`src/rtl/sevenseg_scan_if.sv`:
```
// sevenseg_scan_if: host-side data and display-pin bundle for the multiplexed seven-segment driver
interface sevenseg_scan_if #(parameter int NUM_DIGITS = 4);
    logic                    en;
    logic                    load;
    logic [4*NUM_DIGITS-1:0] value;
    logic [NUM_DIGITS-1:0]   dp_in;
    logic [NUM_DIGITS-1:0]   blank_mask;
    logic [NUM_DIGITS-1:0]   blink_mask;
    logic [6:0]              seg_out;
    logic                    dp_out;
    logic [NUM_DIGITS-1:0]   dig_sel;
    logic                    frame_done;
    modport master (
        output en, load, value, dp_in, blank_mask, blink_mask,
        input  seg_out, dp_out, dig_sel, frame_done
    );
    modport slave (
        input  en, load, value, dp_in, blank_mask, blink_mask,
        output seg_out, dp_out, dig_sel, frame_done
    );
endinterface

```
`src/rtl/sevenseg_scan.sv`:
```
// sevenseg_scan: double-buffered N-digit hex display multiplexer with dp, blank, blink and polarity control
module sevenseg_scan #(
    parameter int NUM_DIGITS     = 4,
    parameter int SCAN_DIV       = 1000,
    parameter int BLINK_FRAMES   = 64,
    parameter int SEG_ACTIVE_LOW = 1,
    parameter int DIG_ACTIVE_LOW = 1
) (
    input logic            clk,
    input logic            rst,
    sevenseg_scan_if.slave bus
);
    localparam int   IW = NUM_DIGITS > 1 ? $clog2(NUM_DIGITS) : 1;
    localparam int   PW = $clog2(SCAN_DIV);
    localparam int   FW = $clog2(BLINK_FRAMES + 1);
    localparam logic SP = SEG_ACTIVE_LOW != 0;
    localparam logic DP = DIG_ACTIVE_LOW != 0;
    localparam logic [15:0][6:0] HEX = {
        7'h71, 7'h79, 7'h5E, 7'h39, 7'h7C, 7'h77, 7'h6F, 7'h7F,
        7'h07, 7'h7D, 7'h6D, 7'h66, 7'h4F, 7'h5B, 7'h06, 7'h3F
    };

    logic [PW-1:0]                presc;
    logic [IW-1:0]                idx;
    logic [FW-1:0]                fcnt;
    logic                         phase;
    logic [NUM_DIGITS-1:0][3:0]   pv, dv;
    logic [NUM_DIGITS-1:0]        pdp, ddp, pbl, dbl, pbk, dbk;
    logic                         tc, fend, dark;
    logic [6:0]                   seg_n;

    // slot terminal count, frame end and per-digit darkening for the digit currently indexed
    always_comb begin
        tc    = presc == PW'(SCAN_DIV - 1);
        fend  = bus.en && tc && idx == IW'(NUM_DIGITS - 1);
        dark  = dbl[idx] | (dbk[idx] & phase) | ~bus.en;
        seg_n = dark ? 7'd0 : HEX[dv[idx]];
    end

    // prescaler, digit index and blink timing all freeze while the display is disabled
    always_ff @(posedge clk or posedge rst) begin
        if (rst) begin
            presc <= '0;
            idx   <= '0;
            fcnt  <= '0;
            phase <= 1'b0;
        end else if (bus.en) begin
            presc <= tc ? '0 : presc + 1'b1;
            if (tc)
                idx <= idx == IW'(NUM_DIGITS - 1) ? '0 : idx + 1'b1;
            if (fend) begin
                fcnt <= fcnt == FW'(BLINK_FRAMES - 1) ? '0 : fcnt + 1'b1;
                if (fcnt == FW'(BLINK_FRAMES - 1))
                    phase <= ~phase;
            end
        end
    end

    // pending buffer takes every load; display buffer swaps only at frame end, bypassing a coincident load
    always_ff @(posedge clk or posedge rst) begin
        if (rst) begin
            {pv, pdp, pbl, pbk} <= '0;
            {dv, ddp, dbl, dbk} <= '0;
        end else begin
            if (bus.load)
                {pv, pdp, pbl, pbk} <= {bus.value, bus.dp_in, bus.blank_mask, bus.blink_mask};
            if (fend)
                {dv, ddp, dbl, dbk} <= bus.load ? {bus.value, bus.dp_in, bus.blank_mask, bus.blink_mask}
                                                : {pv, pdp, pbl, pbk};
        end
    end

    // registered pins so segments and digit select always switch on the same edge
    always_ff @(posedge clk or posedge rst) begin
        if (rst) begin
            bus.seg_out    <= {7{SP}};
            bus.dp_out     <= SP;
            bus.dig_sel    <= {NUM_DIGITS{DP}};
            bus.frame_done <= 1'b0;
        end else begin
            bus.seg_out    <= seg_n ^ {7{SP}};
            bus.dp_out     <= (~dark & ddp[idx]) ^ SP;
            bus.dig_sel    <= (bus.en ? NUM_DIGITS'(1) << idx : '0) ^ {NUM_DIGITS{DP}};
            bus.frame_done <= fend;
        end
    end
endmodule

```
`src/flat_wrapper.sv`:
```
// flat-port wrapper written by rule: the top's interface ports become plain ports
module sevenseg_scan_flat 
#(
    parameter int NUM_DIGITS     = 4,
    parameter int SCAN_DIV       = 1000,
    parameter int BLINK_FRAMES   = 64,
    parameter int SEG_ACTIVE_LOW = 1,
    parameter int DIG_ACTIVE_LOW = 1
)
  (clk, rst, bus_en, bus_load, bus_value, bus_dp_in, bus_blank_mask, bus_blink_mask, bus_seg_out, bus_dp_out, bus_dig_sel, bus_frame_done);
  sevenseg_scan_if #(.NUM_DIGITS(NUM_DIGITS)) bus_i ();
  input logic clk;
  input logic rst;
  input wire logic [$bits(bus_i.en)-1:0] bus_en;
  input wire logic [$bits(bus_i.load)-1:0] bus_load;
  input wire logic [$bits(bus_i.value)-1:0] bus_value;
  input wire logic [$bits(bus_i.dp_in)-1:0] bus_dp_in;
  input wire logic [$bits(bus_i.blank_mask)-1:0] bus_blank_mask;
  input wire logic [$bits(bus_i.blink_mask)-1:0] bus_blink_mask;
  output wire logic [$bits(bus_i.seg_out)-1:0] bus_seg_out;
  output wire logic [$bits(bus_i.dp_out)-1:0] bus_dp_out;
  output wire logic [$bits(bus_i.dig_sel)-1:0] bus_dig_sel;
  output wire logic [$bits(bus_i.frame_done)-1:0] bus_frame_done;
  assign bus_i.en = bus_en;
  assign bus_i.load = bus_load;
  assign bus_i.value = bus_value;
  assign bus_i.dp_in = bus_dp_in;
  assign bus_i.blank_mask = bus_blank_mask;
  assign bus_i.blink_mask = bus_blink_mask;
  assign bus_seg_out = bus_i.seg_out;
  assign bus_dp_out = bus_i.dp_out;
  assign bus_dig_sel = bus_i.dig_sel;
  assign bus_frame_done = bus_i.frame_done;
  sevenseg_scan #(.NUM_DIGITS(NUM_DIGITS), .SCAN_DIV(SCAN_DIV), .BLINK_FRAMES(BLINK_FRAMES), .SEG_ACTIVE_LOW(SEG_ACTIVE_LOW), .DIG_ACTIVE_LOW(DIG_ACTIVE_LOW)) u_core (.clk(clk), .rst(rst), .bus(bus_i));
endmodule
```
`config.mk`:
```
export PLATFORM = sky130hd
export DESIGN_NAME = sevenseg_scan_flat
export DESIGN_NICKNAME = d
export VERILOG_FILES = /design/src/rtl/sevenseg_scan_if.sv /design/src/rtl/sevenseg_scan.sv /design/src/flat_wrapper.sv
export SDC_FILE = /design/constraint.sdc
export NUM_CORES = 1
export LEC_CHECK = 0
export ABC_AREA = 1
export CAP_MARGIN = 20
export CORE_ASPECT_RATIO = 2
export CORE_MARGIN = 8
export CORE_UTILIZATION = 56
export CTS_CLUSTER_DIAMETER = 100
export CTS_CLUSTER_SIZE = 8
export DETAILED_ROUTE_END_ITERATION = 6
export PLACE_DENSITY_LB_ADDON = 0.2
export SYNTH_ARGS = -nofsm -noshare
export SYNTH_HDL_FRONTEND = slang
export SYNTH_SLANG_ARGS = --single-unit
```
`constraint.sdc`:
```
create_clock -name clk -period 2.8 [get_ports clk]
set_clock_uncertainty 0.05 [all_clocks]
set_input_delay 0.28 -clock clk [delete_from_list [all_inputs] [get_ports clk]]
set_output_delay 0.28 -clock clk [all_outputs]
set_load 0.02 [all_outputs]
```
==> flow_summary.ini <==
[power_and_ir_drop]
seqPwrFrac_pct = 48.7
ir_drop_mv = 0.455
p_switching_uw = 726
clkPwrFrac_pct = 40.1
sw_frac_of_total_pct = 24.6
power.share.combinational_pct = 11.2
leakagePower_nw = 2.53
powerDensity_nw_per_um2 = 596
p_int_mw = 2.22

[floorplan]
die_h_microns = 137
rows = 44
start_util_pct = 57.3
core_area_sq_um = 7210
ios = 45
fp.dieArea_sq_um = 10500
fp.dieW_microns = 76.7

[sta]
finalSetupViolCount = 0
slew_viol_final = 0
finalHoldViolCount = 0
grt_setup_unrepaired = false
worst_pin_slew_ns = 0.461
fmax_mhz = 515
finalCritPeriodShare_pct = 69.4
setup_tns_ns = 0
fin_hold_ws_ns = 0.137
final.min_clock_period_ns = 1.94
slew_headroom_pct = 69.2

[global_route]
met2_usage_pct = 32.5
gr-usage-all-layers_pct = 17.6
grt_pass1_vias = 3420
grt_pass1_wl_mm = 15.0
top_usage_layer = met2
grt-ovfl-total = 0
grt_use_met3_pct = 4.31
antenna_found_initial = 0
use_met1_pct = 17.6
grt_start_max_net_pins = 45

[hold_path]
min_path_type = input port to async pin

[clocking]
cts-root-buf = clkbuf_16
cts.repair_timing.setup_buffer_count = 0
htree_levels = 3
cts.repair.resized = 0
clockBufferDepth = 2
cts_tree = yes
insertion_delay_ns = 0.34
numCtsBuffers = 9
clk_pin_slew_ns = 0.06
clock-sinks = 89
hold_buffers = 0

[route]
vias = 3294
wl_per_cell_microns = 12.9
via_per_inst = 5.07
wl_mm = 8.38
drc = 0
antenna_left = 0
first_pass_iters = 4
initialDrtViolationCount = 147

[yosys]
syn_area_sq_um = 4130
ys_types = 30
avgSynthCellArea_sq_um = 8.13
syn_nets = 552
syn_inst = 508
synth_warnings = 0
ys_seq_area_share_pct = 54.3
ys_ff_latch = 89

[run]
cap_viol_max_count = 0

[cells_and_area]
antennaDiodeCount = 0
drive_above_1_share_pct = 8.60
finish.utilization_pct = 68.6
final_cell_mix = nand2_1, dfrtp_1, clkdlybuf4s50_1, nand3_1, inv_1
regArea_sq_um = 2240
multi_input_area_sq_um = 1650
fillers = 587
mostFrequentLayoutCell = nand2_1
layout.nets = 597
area_growth_pct = 19.8

[placed_design]
hpwl_mm = 6.08
routabilityCongestion = 0.848
portBuffers = 44

[setup_path]
critPathMaxFanout = 11
crit_chain = clkinv_1 > nand3_1 > nand2_1 > inv_1 > ha_1 > nand3_1 > nand2_1 > nand2_1 > nand3_1
cp.arrival_ns = 2.17
cp_data_required_time_ns = 3.02
critical_path_class = register to register
worst_setup_path_start_kind = register
crit_slowest_cell = dfrtp_1
endpoint_kind = register
rr_worst_depth = 9
cp_slowest_stage_delay_ns = 0.57

[outcome]
outcome = finished, final reports clean
-- final cells by class --
cell class	count	share of cell area (%)
clock buffers	11	4.91
clock inverters	5	1.11
inverters	37	2.83
multi-input cells	365	33.3
flip-flops and latches	89	45.3
well taps	92	2.33
repair buffers	51	10.2
-- kinds of logic after synthesis --
kind of cell	count (synthesis)	share of synthesized area, %
and+or+nand+nor	319	31.6
DFF	89	54.3
buffers and inverters	54	5.88
AOI/OAI and AO/OA	30	3.73
adders and majority gates	12	3.64
xor gates and xnor gates	4	0.848
-- Yosys cell counts --
cell type  count  area [sq um]
nor3_2         1          10.0
nand3b_1       1          7.51
dfstp_2       12           315
o21ai_0       23           115
dfrtp_1       77          1930
nand4_1        4          25.0
clkbuf_2       1          5.00
clkinv_1       1          3.75
nor3_1         1          5.00
nor2_1        24          90.1
buf_4          2          15.0
ha_1          12           150
buf_6          3          33.8
nand3_2        1          10.0
nor2_2         3          18.8
inv_1         33           124
clkbuf_1       1          3.75
inv_2          3          11.3
buf_1          3          11.3
and3b_1        1          8.76
nand2_1      237           890
nand2_2        4          25.0
a21boi_0       1          7.51
a31oi_1        1          6.26
xor2_1         3          26.3
xnor2_1        1          8.76
buf_2          7          35.0
nor2_4         1          11.3
nand3_1       41           205
a21oi_1        5          25.0
-- worst paths after layout --
kind,from,end,slack (ns)
min,rst,u_core.fcnt[4],0.14
max,u_core.idx[1],u_core.bus.seg_out[5],0.86
min in group clk,u_core.pv[1],u_core.pv[1],0.42
min reg2reg,u_core.pv[1],u_core.pv[1],0.42
max in group asynchronous,rst,u_core.dbk[1],1.89
max reg2reg,u_core.idx[1],u_core.bus.seg_out[5],0.86
-- critical path: cells and delay by family (launching register included) --
family	cells	cell delay [ns]
buffers and inverters	2	0.33
DFF	1	0.57
and+or+nand+nor	6	0.74
adders and majority gates	1	0.19
-- registers in the layout (all words and copies together) (netlist names) --
name	flops
u_core.idx	2
u_core.bus.seg_out	7
u_core.pv	16
u_core.pbl	4
u_core.dbl	4
u_core.pdp	4
u_core.bus.frame_done	1
u_core.presc	10
u_core.fcnt	7
u_core.pbk	4
u_core.phase	1
u_core.bus.dp_out	1
u_core.dv	16
u_core.dbk	4
u_core.ddp	4
u_core.bus.dig_sel	4
-- metal layers --
metal / vias to the layer above / wire length [microns]
li1: 1665 / -
met1: 1541 / 3290
met2: 67 / 4580
met3: 21 / 280
met4: 0 / 231
met5: - / 0
-- stage by stage --
stage	area [sq um]	setup slack (ns)	std cells	total power, mW
after global routing	4950	0.713	650	3.08
after detailed placement	4650	0.805	634	1.79
after CTS	4950	0.904	650	2.97
after global placement	4650	0.869	634	1.78
final	4950	0.857	650	2.95
after floorplan	4130	0.183	508	1.66
-- power by group through the flow --
stage | logic (mW) | clock network (mW) | registers [mW]
2_1_floorplan | 0.211 | 0 | 1.45
3_3_place_gp | 0.321 | 0 | 1.46
3_5_place_dp | 0.330 | 0 | 1.46
4_1_cts | 0.335 | 1.20 | 1.44
5_1_grt | 0.382 | 1.25 | 1.44
6_report | 0.330 | 1.18 | 1.44
(Power assumes the default switching activity.)
